==> src/rtl/alu_pkg.sv <==
// alu_pkg: constants shared by the ALU, its issue unit and benches.
//   DATA_W / SEL_W / LAST_OP : default operand width, select width, highest legal opcode
//   OP_*                     : opcode encodings decoded by alu
//   alu_state_t, IDLE, EXEC  : issue-unit FSM state encoding
package alu_pkg;

    localparam int unsigned DATA_W  = 32;
    localparam int unsigned SEL_W   = 5;
    localparam int unsigned LAST_OP = 14;

    localparam logic [SEL_W-1:0] OP_ADD   = 5'd1;
    localparam logic [SEL_W-1:0] OP_SUB   = 5'd2;
    localparam logic [SEL_W-1:0] OP_MUL   = 5'd3;
    localparam logic [SEL_W-1:0] OP_AND   = 5'd4;
    localparam logic [SEL_W-1:0] OP_OR    = 5'd5;
    localparam logic [SEL_W-1:0] OP_XOR   = 5'd6;
    localparam logic [SEL_W-1:0] OP_NOR   = 5'd7;
    localparam logic [SEL_W-1:0] OP_SLL   = 5'd8;
    localparam logic [SEL_W-1:0] OP_SRL   = 5'd9;
    localparam logic [SEL_W-1:0] OP_SRA   = 5'd10;
    localparam logic [SEL_W-1:0] OP_SLT   = 5'd11;
    localparam logic [SEL_W-1:0] OP_SLTU  = 5'd12;
    localparam logic [SEL_W-1:0] OP_NOT   = 5'd13;
    localparam logic [SEL_W-1:0] OP_PASSB = 5'd14;

    typedef logic [0:0] alu_state_t;
    localparam alu_state_t IDLE = 1'b0;
    localparam alu_state_t EXEC = 1'b1;

endpackage

==> src/rtl/alu_resp_fifo.sv <==
// alu_resp_fifo: first-word-fall-through FIFO for ALU responses.
//   clk, rst_n    : clock, async active-low reset (empties the FIFO)
//   push_i        : write push_data_i; caller guarantees space
//   pop_i         : consume the head entry (ignored while empty)
//   valid_o       : head entry present
//   full_o        : DEPTH entries held
//   data_o        : head entry, 0 while empty
module alu_resp_fifo #(
    parameter int unsigned WIDTH = 8,
    parameter int unsigned DEPTH = 2
) (
    input  logic             clk,
    input  logic             rst_n,
    input  logic             push_i,
    input  logic [WIDTH-1:0] push_data_i,
    input  logic             pop_i,
    output logic             valid_o,
    output logic             full_o,
    output logic [WIDTH-1:0] data_o
);

    localparam int unsigned PTR_W = (DEPTH > 1) ? $clog2(DEPTH) : 1;
    localparam int unsigned CNT_W = $clog2(DEPTH + 1);

    logic [WIDTH-1:0] mem_q [DEPTH];
    logic [PTR_W-1:0] wr_ptr_q, wr_ptr_d;
    logic [PTR_W-1:0] rd_ptr_q, rd_ptr_d;
    logic [CNT_W-1:0] count_q, count_d;
    logic             pop_en;

    assign valid_o = (count_q != '0);
    assign full_o  = (count_q == CNT_W'(DEPTH));
    assign pop_en  = pop_i && valid_o;
    assign data_o  = valid_o ? mem_q[rd_ptr_q] : '0;

    always_comb begin
        wr_ptr_d = wr_ptr_q;
        rd_ptr_d = rd_ptr_q;
        count_d  = count_q;
        if (push_i) begin
            wr_ptr_d = (wr_ptr_q == PTR_W'(DEPTH - 1)) ? '0 : wr_ptr_q + PTR_W'(1);
        end
        if (pop_en) begin
            rd_ptr_d = (rd_ptr_q == PTR_W'(DEPTH - 1)) ? '0 : rd_ptr_q + PTR_W'(1);
        end
        case ({push_i, pop_en})
            2'b10:   count_d = count_q + CNT_W'(1);
            2'b01:   count_d = count_q - CNT_W'(1);
            default: count_d = count_q;
        endcase
    end

    always_ff @(posedge clk or negedge rst_n) begin
        if (!rst_n) begin
            wr_ptr_q <= '0;
            rd_ptr_q <= '0;
            count_q  <= '0;
        end else begin
            wr_ptr_q <= wr_ptr_d;
            rd_ptr_q <= rd_ptr_d;
            count_q  <= count_d;
        end
    end

    // Storage needs no reset: data_o is masked while the FIFO is empty.
    always_ff @(posedge clk) begin
        if (push_i) begin
            mem_q[wr_ptr_q] <= push_data_i;
        end
    end

    // A push into a full FIFO (without a same-cycle pop) would drop data.
    no_overflow_a : assert property (@(posedge clk) disable iff (!rst_n)
        !(push_i && full_o && !pop_en));

endmodule

==> src/rtl/alu_issue_unit.sv <==
// alu_issue_unit: sequential front-end for the combinational alu.
//   clk, rst_n                   : clock, async active-low reset
//   req_valid/req_ready          : request handshake; req_a, req_b, req_sel, req_tag
//   alu_a, alu_b, alu_sel        : registered operands/select driven into alu
//   alu_out                      : alu result, sampled only on the capture edge
//   resp_valid/resp_ready        : response handshake from an FWFT FIFO
//   resp_hi, resp_lo             : upper/lower words of the captured result
//   resp_tag, resp_err           : returned tag, illegal-select flag
//   busy                         : operation in flight
module alu_issue_unit
    import alu_pkg::*;
#(
    parameter int unsigned DATA_W     = alu_pkg::DATA_W,
    parameter int unsigned SEL_W      = alu_pkg::SEL_W,
    parameter int unsigned TAG_W      = 4,
    parameter int unsigned LAST_OP    = alu_pkg::LAST_OP,
    parameter int unsigned SETTLE_CYC = 1,
    parameter int unsigned RESP_DEPTH = 2
) (
    input  logic                clk,
    input  logic                rst_n,
    input  logic                req_valid,
    output logic                req_ready,
    input  logic [DATA_W-1:0]   req_a,
    input  logic [DATA_W-1:0]   req_b,
    input  logic [SEL_W-1:0]    req_sel,
    input  logic [TAG_W-1:0]    req_tag,
    output logic [DATA_W-1:0]   alu_a,
    output logic [DATA_W-1:0]   alu_b,
    output logic [SEL_W-1:0]    alu_sel,
    input  logic [2*DATA_W-1:0] alu_out,
    output logic                resp_valid,
    input  logic                resp_ready,
    output logic [DATA_W-1:0]   resp_hi,
    output logic [DATA_W-1:0]   resp_lo,
    output logic [TAG_W-1:0]    resp_tag,
    output logic                resp_err,
    output logic                busy
);

    localparam int unsigned RES_W  = 2 * DATA_W;
    localparam int unsigned FIFO_W = RES_W + TAG_W + 1;
    localparam int unsigned CNT_W  = (SETTLE_CYC > 1) ? $clog2(SETTLE_CYC) : 1;

    alu_state_t        state_q, state_d;
    logic [CNT_W-1:0]  cnt_q, cnt_d;
    logic [DATA_W-1:0] alu_a_q, alu_a_d;
    logic [DATA_W-1:0] alu_b_q, alu_b_d;
    logic [SEL_W-1:0]  alu_sel_q, alu_sel_d;
    logic [TAG_W-1:0]  tag_q, tag_d;
    logic              err_q, err_d;

    logic              fifo_full;
    logic              sel_bad;
    logic              accept;
    logic              push;
    logic              pop;
    logic [FIFO_W-1:0] push_data;
    logic [FIFO_W-1:0] head_data;

    assign sel_bad   = (req_sel == '0) || (req_sel > SEL_W'(LAST_OP));
    // Space is reserved at accept time, so the capture push can never overflow.
    assign req_ready = (state_q == IDLE) && !fifo_full;
    assign accept    = req_valid && req_ready;
    assign push      = (state_q == EXEC) && (cnt_q == '0);
    assign pop       = resp_valid && resp_ready;
    assign busy      = (state_q == EXEC);
    assign push_data = {err_q, tag_q, (err_q ? {RES_W{1'b0}} : alu_out)};

    assign alu_a   = alu_a_q;
    assign alu_b   = alu_b_q;
    assign alu_sel = alu_sel_q;
    assign {resp_err, resp_tag, resp_hi, resp_lo} = head_data;

    always_comb begin
        state_d   = state_q;
        cnt_d     = cnt_q;
        alu_a_d   = alu_a_q;
        alu_b_d   = alu_b_q;
        alu_sel_d = alu_sel_q;
        tag_d     = tag_q;
        err_d     = err_q;
        case (state_q)
            IDLE: begin
                if (accept) begin
                    state_d   = EXEC;
                    cnt_d     = CNT_W'(SETTLE_CYC - 1);
                    alu_a_d   = req_a;
                    alu_b_d   = req_b;
                    alu_sel_d = sel_bad ? '0 : req_sel;
                    tag_d     = req_tag;
                    err_d     = sel_bad;
                end
            end
            EXEC: begin
                if (cnt_q == '0) begin
                    state_d = IDLE;
                end else begin
                    cnt_d = cnt_q - CNT_W'(1);
                end
            end
            default: state_d = IDLE;
        endcase
    end

    always_ff @(posedge clk or negedge rst_n) begin
        if (!rst_n) begin
            state_q   <= IDLE;
            cnt_q     <= '0;
            alu_a_q   <= '0;
            alu_b_q   <= '0;
            alu_sel_q <= '0;
            tag_q     <= '0;
            err_q     <= 1'b0;
        end else begin
            state_q   <= state_d;
            cnt_q     <= cnt_d;
            alu_a_q   <= alu_a_d;
            alu_b_q   <= alu_b_d;
            alu_sel_q <= alu_sel_d;
            tag_q     <= tag_d;
            err_q     <= err_d;
        end
    end

    alu_resp_fifo #(
        .WIDTH (FIFO_W),
        .DEPTH (RESP_DEPTH)
    ) u_resp_fifo (
        .clk         (clk),
        .rst_n       (rst_n),
        .push_i      (push),
        .push_data_i (push_data),
        .pop_i       (pop),
        .valid_o     (resp_valid),
        .full_o      (fifo_full),
        .data_o      (head_data)
    );

endmodule

==> config.mk <==
export PLATFORM = sky130hd
export DESIGN_NAME = alu_issue_unit
export DESIGN_NICKNAME = d
export VERILOG_FILES = /design/src/rtl/alu_pkg.sv /design/src/rtl/alu_resp_fifo.sv /design/src/rtl/alu_issue_unit.sv
export SDC_FILE = /design/constraint.sdc
export NUM_CORES = 1
export LEC_CHECK = 0
export ABC_AREA = 0
export BUFFER_PORTS_ARGS = -buffer_cell sky130_fd_sc_hd__buf_4
export CAP_MARGIN = 20
export CORE_MARGIN = 4
export CORE_UTILIZATION = 25
export CTS_CLUSTER_SIZE = 40
export DETAILED_ROUTE_END_ITERATION = 16
export SYNTH_ARGS = -nofsm -noshare
export SYNTH_HDL_FRONTEND = slang
export SYNTH_SLANG_ARGS = --single-unit
==> constraint.sdc <==
create_clock -name clk -period 9.1 [get_ports clk]
set_clock_uncertainty 0.05 [all_clocks]
set_input_delay 0.91 -clock clk [delete_from_list [all_inputs] [get_ports clk]]
set_output_delay 0.91 -clock clk [all_outputs]
set_load 0.03 [all_outputs]
---- Word level (Yosys, flattened, before mapping) ----
Memory sizes are Yosys's and may differ from the RTL's.
Index checks and enable logic that the tools add are counted.
storage, ports and cells
  RAM bits ................................ 138
  memory bits (read-only) ................. 0
  register bits after elaboration ......... 80
  memories kept ........................... 1
  bits in latches ......................... 0
  word-level logic and storage cells ...... 48
memory list
  memory             words  bits a word  read ports  clocked after memory_dff  wr ports  line                 text
  u_resp_fifo.mem_q  2      69           1           0                         1         alu_resp_fifo.sv:25  logic [WIDTH-1:0] mem_q [DEPTH];
cells by class
  reduce and logical (&&, ||, !) cells .... 11
  $mul .................................... 0
  add/sub/neg operators ................... 5
  bitwise gates (word level) .............. 2
  eq/ne operators ......................... 4
  div/mod/pow operators ................... 0
  shifts and indexed selects .............. 0
  magnitude comparators ................... 1
  mux-type cells .......................... 14
operators by type and width
  kind                                                                   count
  69-bit 2-to-1 mux                                                      1
  64-bit 2-to-1 mux                                                      1
  1-bit 2-to-1 mux                                                       8
  5-bit by 4-bit > comparator with 1-bit output, second input constant   1
  1-bit logical AND                                                      5
  5-bit logical NOT                                                      1
  5-bit 2-to-1 mux                                                       1
  2-bit equality test, second input constant                             2
  1-bit case mux with 2 select lines                                     2
  2-bit case mux with 2 select lines                                     1
  2-bit nonzero test                                                     2
  1-bit adder, second input constant                                     2
  2-bit by 1-bit adder with 2-bit output, second input constant          1
  2-bit by 1-bit equality test with 1-bit output, second input constant  1
  2-bit inequality test, second input constant                           1
  1-bit inverter                                                         2
  2-bit AND reduction                                                    1
  2-bit by 1-bit subtractor with 2-bit output, second input constant     1
  1-bit logical NOT                                                      1
  1-bit logical OR                                                       1
  1-bit subtractor, second input constant                                1

---- Logic depth before layout (Yosys ltp) ----
Gate-level depths: netlist of the first run.
  depth in word-level cells ............... 6
  mapped depth ............................ 7

---- Modules after synthesis ----
Synthesis of the first run repeated with hierarchy kept, for this count alone.
unflattened totals
  cells, all modules ...................... 693
  area total of the unflattened synthesis .. 8728.4 µm²
modules (own cells, without submodules)
  module          instances  cells an instance  area each (µm²)  seq. area each (µm²)
  alu_resp_fifo   1          309                5402.7           4244.1
  alu_issue_unit  1          384                3325.7           1876.8

---- Least setup slack after synthesis of the first run ----
No wires, ideal clock.
  path type ............................... register -> register
  start point ............................. register state_q, in the netlist busy
  end point ............................... memory u_resp_fifo.mem_q[0][0] (netlist bit), enable pin
  slack ................................... 4.959 ns
  library setup time ...................... 0.496 ns
  required time ........................... 8.554 ns
  stages on the path, launching flop included .. 3
  period minus slack after synthesis ...... 4.141 ns
  arrival ................................. 3.595 ns
  cell sequence ........................... dfrtp_1 inv_1 nor2_1
on the way
  longest elaborated chain between the ends .. 3
RTL lines
  element                                 line                   text
  start, declared                         alu_issue_unit.sv:45   alu_state_t state_q, state_d;
  start signal, assigned                  alu_issue_unit.sv:116  state_q <= state_d;
  1-bit logical AND                       alu_issue_unit.sv:65   assign push = (state_q == EXEC) && (cnt_q == '0);
  1-bit 2-to-1 mux                        alu_resp_fifo.sv:67    if (push_i) begin
  1-bit 2-to-1 mux (implied by the code)  alu_resp_fifo.sv:68    mem_q[wr_ptr_q] <= push_data_i;
  end, declared                           alu_resp_fifo.sv:25
No other way between the ends.

---- Worst setup path in the final report of the first run ----
  start point ............................. register u_resp_fifo.rd_ptr_q
  end point ............................... output port resp_hi[1]
on the way
  longest elaborated chain between the ends .. 2
RTL lines
  element                 line                  text
  start, declared         alu_resp_fifo.sv:27   logic [PTR_W-1:0] rd_ptr_q, rd_ptr_d;
  start signal, assigned  alu_resp_fifo.sv:60   rd_ptr_q <= rd_ptr_d;
  memory 2 x 69 bit       -
  69-bit 2-to-1 mux       alu_resp_fifo.sv:34   assign data_o = valid_o ? mem_q[rd_ptr_q] : '0;
  end, declared           alu_issue_unit.sv:34  output logic [DATA_W-1:0] resp_hi,
No other way between the ends.

==> results_dict.tcl, run 1 <==
set metrics [dict create \
    status "completed" \
    die_area_um2 37600 \
    drt_first_pass_iters 5 \
    final_cell_mix "buf_4 (286), edfxtp_1 (138), dfrtp_1 (77), nor2_1 (71), mux2i_1 (69)" \
    clock-sinks 217 \
    maxSlewViolCount 0 \
    cts_buffers 26 \
    grt_setup_unrepaired "no" \
    ctsHoldBuffers 0 \
    maxSlewHeadroom_pct 31.4 \
    min_period_over_period_pct 39.9 \
    worstPathRequired_ns 8.14 \
    final_util_pct 35.8 \
    clk_latency_ns 0.52 \
    coreArea_um2 33800 \
    grtUsageTotal_pct 10.9 \
    die_h_um 194 \
    power_density_nw_per_um2 394 \
    grt_pass1_wl_um 33400 \
    tightest_slew_ns 1.03 \
    cts_tree "built" \
    critical_path_class "reg2out" \
    drt_iter0_drc 167 \
    post_cts_buffers 0 \
    netlist_area_um2 8640 \
    cp.arrival_ns 2.67 \
    fin_cells 1304 \
    p_leak_nw 5.11 \
    antenna_found_initial 1 \
    drive_gt1_share_pct 41.4 \
    setup_viol 0 \
    avgSynthCellArea_um2 15.7 \
    die_x_um 194 \
    post_cts_resized 0 \
    setup_tns_ns 0 \
    cts-root-buf "clkbuf_16" \
    cts_htree_levels 1 \
    gr-total-overflow 0 \
    synthTopCellsByArea "edfxtp_1 (48%), dfrtp_1 (23%), mux2i_1 (8.0%), mux2_1 (6.5%), nor2b_1 (4.8%)" \
    final_nets 977 \
    start_util_pct 25.6 \
    wl_um 21600 \
    ir_drop_uv 273 \
    gp_congestion 0.709 \
    io_buffer_count 281 \
    end_kind "output port" \
    clk_pin_slew_ns 0.06 \
    path_max_fanout 48 \
    ios 282 \
    rows 67 \
    fin_crit_ns 3.63 \
    post_drt_wl_per_cell_um 16.6 \
    grt_max_degree 80 \
    antenna_left 0 \
    ys_seq_area_share_pct 70.8 \
    layout.cells.most_common "buf_4" \
    yosysUniqueCellTypes 21 \
    areaGrowthSynthToFinish_pct 39.9 \
    ys_warn_count 0 \
    first_global_vias 5987 \
    synth_top_cell_by_area "edfxtp_1" \
    hold_viol 0 \
    dpl.hpwl_um 14100 \
    clockBufferDepth 3 \
    vias_per_cell 4.20 \
    max_freq_ghz 0.275 \
    synth_largest_type_area_fraction_pct 47.9 \
    synth.net_count 691 \
    maxCapViolCount 0 \
    ys_ff_latch 217 \
    syn_inst 549 \
    drc 0 \
    worstSetupStartpointType "register" \
    vias 5477 \
    min_path_type "in2async" \
    placed_cells 1253 \
]
## cells by family after synthesis
logic type,count (synthesis),share of synthesized area (%)
AO/OA/AOI/OAI,6,0.608
XOR/XNOR,5,0.507
adder cells (fa/ha/maj),1,0.145
buffers and inverters,36,2.19
flip-flops,217,70.8
multiplexers,142,17.5
AND/OR/NAND/NOR,142,8.24
## registers in the layout, summed over array words and instances (netlist names)
signal,flops
busy,1
u_resp_fifo.count_q,2
u_resp_fifo.mem_q,138
alu_b,32
err_q,1
alu_sel,5
u_resp_fifo.rd_ptr_q,1
tag_q,4
u_resp_fifo.wr_ptr_q,1
alu_a,32
## worst max-delay path: stages, from the launching register on
cell and delay (ns):
dfrtp_4 0.71, buf_4 0.76, mux2i_1 0.39, nor2_1 0.08, buf_4 0.20
## cells in the mapped netlist
library cell / instances
buf_6: 5
buf_2: 10
o41ai_1: 1
edfxtp_1: 138
nor2_1: 73
mux2i_1: 69
clkbuf_1: 13
nor2b_1: 66
xnor2_1: 2
a41oi_1: 1
ha_1: 1
nor3b_2: 1
xor2_1: 3
buf_1: 1
buf_4: 1
mux2_2: 23
and2_1: 2
inv_1: 6
mux2_1: 50
dfrtp_1: 79
a311oi_1: 4
## layer usage
metal  vias up  global-route usage [%]  part of all wire (%)  wire length, um
li1       2528                       -                     -                -
met2       243                    17.9                    46            10000
met3        30                    4.62                    10             2210
met5         -                       0                     0                0
met4         0                    3.07                   2.2              481
met1      2676                    13.3                    41             8900
## cell type report
cell class | instances | area (um2)
Clock buffer | 40 | 785
Inverter | 6 | 22.5
Clock inverter | 8 | 46.3
Tap cell | 448 | 561
Timing Repair Buffer | 288 | 2190
Sequential cell | 217 | 6130
Fill cell | 3318 | 21700
Antenna cell | 1 | 2.50
Multi-Input combinational cell | 296 | 2360
## power breakdown
group          switching, mW  internal, mW
registers              0.167          1.46
logic                   1.36         0.793
clock network          0.394         0.591
## metrics by stage
stage          hold slack, ns  total power [mW]  worst slack (ns)  area [um2]
2_1_floorplan           0.385              2.99              4.96        8640
3_3_place_gp            0.396              3.81              5.95       11200
3_5_place_dp            0.408              3.84              5.92       11200
4_1_cts                 0.422              4.86              5.34       12000
5_1_grt                 0.189              5.04              5.28       12100
6_report                0.213              4.76              5.47       12100
## final timing paths
path	from	slack, ns	cells after the start	to
max	u_resp_fifo.rd_ptr_q$_DFFE_PN0P_	5.47	4	resp_hi[1]
min	rst_n	0.21	1	alu_a[25]$_DFFE_PN0P_
max reg2reg	u_resp_fifo.count_q[0]$_DFFE_PN0P_	6.76	7	u_resp_fifo.count_q[1]$_DFFE_PN0P_
min reg2reg	tag_q[0]$_DFFE_PN0P_	0.42	0	u_resp_fifo.mem_q[1][64]$_DFFE_PP_
max in group asynchronous	rst_n	8.18	2	alu_b[14]$_DFFE_PN0P_
min in group clk	tag_q[0]$_DFFE_PN0P_	0.42	0	u_resp_fifo.mem_q[1][64]$_DFFE_PP_
Note: power is estimated with default switching activity, not from simulation.
==> run 2: changes to the inputs <==
==> constraint.sdc (replaced) <==
create_clock -name clk -period 3.35 [get_ports clk]
set_clock_uncertainty 0.05 [all_clocks]
set_input_delay 0.335 -clock clk [delete_from_list [all_inputs] [get_ports clk]]
set_output_delay 0.335 -clock clk [all_outputs]
set_load 0.03 [all_outputs]
==> results_dict.tcl, run 2 (synthesis results as in run 1) <==
set metrics [dict create \
    status "completed" \
    start_util_pct 25.6 \
    max_freq_ghz 0.394 \
    maxSlewHeadroom_pct 47.4 \
    power_mw 13.3 \
    cp.arrival_ns 2.15 \
    gr-total-overflow 0 \
    post_cts_resized 0 \
    coreArea_um2 33800 \
    layout.cells.most_common "buf_4" \
    fin_area_um2 12900 \
    maxCapViolCount 0 \
    top_register "u_resp_fifo.mem_q" \
    wl_um 23500 \
    io_buffer_count 281 \
    clockBufferDepth 3 \
    worstSetupStartpointType "register" \
    final_cell_mix "buf_4 (288), edfxtp_1 (138), dfrtp_1 (77), nor2_1 (71)" \
    power_density_nw_per_um2 1030 \
    drt_first_pass_iters 4 \
    dpl.hpwl_um 15700 \
    drc 0 \
    pre_cts_slack_ns 1.36 \
    min_path_type "in2reg" \
    maxSlewViolCount 0 \
    crit_family "flip-flops" \
    gp_congestion 0.724 \
    p_leak_nw 5.47 \
    end_kind "output port" \
    n_antenna_cell 0 \
    cp.buffers_inverters 2 \
    r2r_start "u_resp_fifo.count_q[0]$_DFFE_PN0P_" \
    path_max_fanout 33 \
    drt_iter0_drc 178 \
    first_global_vias 6124 \
    whs_ns 0.0958 \
    min_period_over_period_pct 75.7 \
    areaGrowthSynthToFinish_pct 49.3 \
    setup_viol 0 \
    grt_pass1_wl_um 35900 \
    clk_pin_slew_ns 0.06 \
    cts-root-buf "clkbuf_16" \
    rows 67 \
    min_from "alu_out[62]" \
    grt_max_degree 76 \
    cts_buffers 26 \
    antenna_found_initial 1 \
    drive_gt1_share_pct 39.1 \
    die_area_um2 37600 \
    placed_cells 1260 \
    worstSetupStartpoint "u_resp_fifo.rd_ptr_q$_DFFE_PN0P_" \
    ios 282 \
    grtUsageTotal_pct 11.9 \
    final_util_pct 38.2 \
    die_x_um 194 \
    clk_latency_ns 0.53 \
    fin_crit_ns 2.54 \
    largest_reg_flops 138 \
    setup_tns_ns 0 \
    clock-sinks 217 \
    worstPathRequired_ns 2.96 \
    crit_slowest_cell "dfrtp_4" \
    vias 5704 \
    fin_ws_ns 0.813 \
    place_area_um2 11300 \
    tightest_slew_ns 0.789 \
    grt_setup_unrepaired "no" \
    hold_viol 0 \
    antenna_left 0 \
    ir_drop_uv 535 \
    cts_htree_levels 1 \
    final_nets 1051 \
    cts_tree "built" \
    max_stage_delay_ns 0.71 \
    vias_per_cell 4.15 \
    critical_path_class "reg2out" \
    worstPathCellList "buf_12 > mux2i_1 > nor2_1 > buf_4" \
    post_drt_wl_per_cell_um 17.1 \
    die_h_um 194 \
    fin_cells 1376 \
]
[run 2: worst reg2reg max path, delay by kind of cell (launching register included)]
kind,cells,cell delay (ns)
AND/OR/NAND/NOR,3,0.75
flip-flops,1,0.45
adder cells (fa/ha/maj),1,0.30
XOR/XNOR,1,0.16
buffers and inverters,1,0.12
[run 2: final cells by class]
class,count,area [um2]
fill,3194,20900
sequential,217,6130
timing repair buffer,362,2950
multi-input combinational,296,2360
clock buffer,29,683
tap,448,561
clock inverter,18,200
inverter,6,22.5
[run 2: worst paths after layout]
check	end	slack (ns)	cells past startpoint
worst max-delay path	resp_lo[9]	0.81	4
worst min-delay path	u_resp_fifo.mem_q[0][62]$_DFFE_PP_	0.1	2
worst max register to register	u_resp_fifo.count_q[1]$_DFFE_PN0P_	1.44	6
worst min register to register	u_resp_fifo.mem_q[0][67]$_DFFE_PP_	0.42	0
max in group asynchronous	u_resp_fifo.count_q[1]$_DFFE_PN0P_	2.18	3
min in group asynchronous	alu_a[21]$_DFFE_PN0P_	0.38	2
[run 2: where the power goes]
part	switching, mW	total (mW)	internal, mW
Clock	1.11	2.88	1.77
Sequential	0.513	4.47	3.96
Combinational	3.71	5.98	2.27
Total	5.33	13.3	8.00
[run 2: metal layers]
metal / part of all wire, % / GRT usage, % / up-vias
met5: 0.055 / 0 / -
met4: 1.8 / 2.63 / 2
li1: - / - / 2681
met3: 9.4 / 4.41 / 45
met2: 46 / 19.5 / 241
met1: 43 / 15.2 / 2735
[run 2: repair_timing]
item	CTS	global route
hold endpoints to repair	125	0
hold buffers	69	0
setup buffers	0	0
endpoints found under the setup margin	0	0
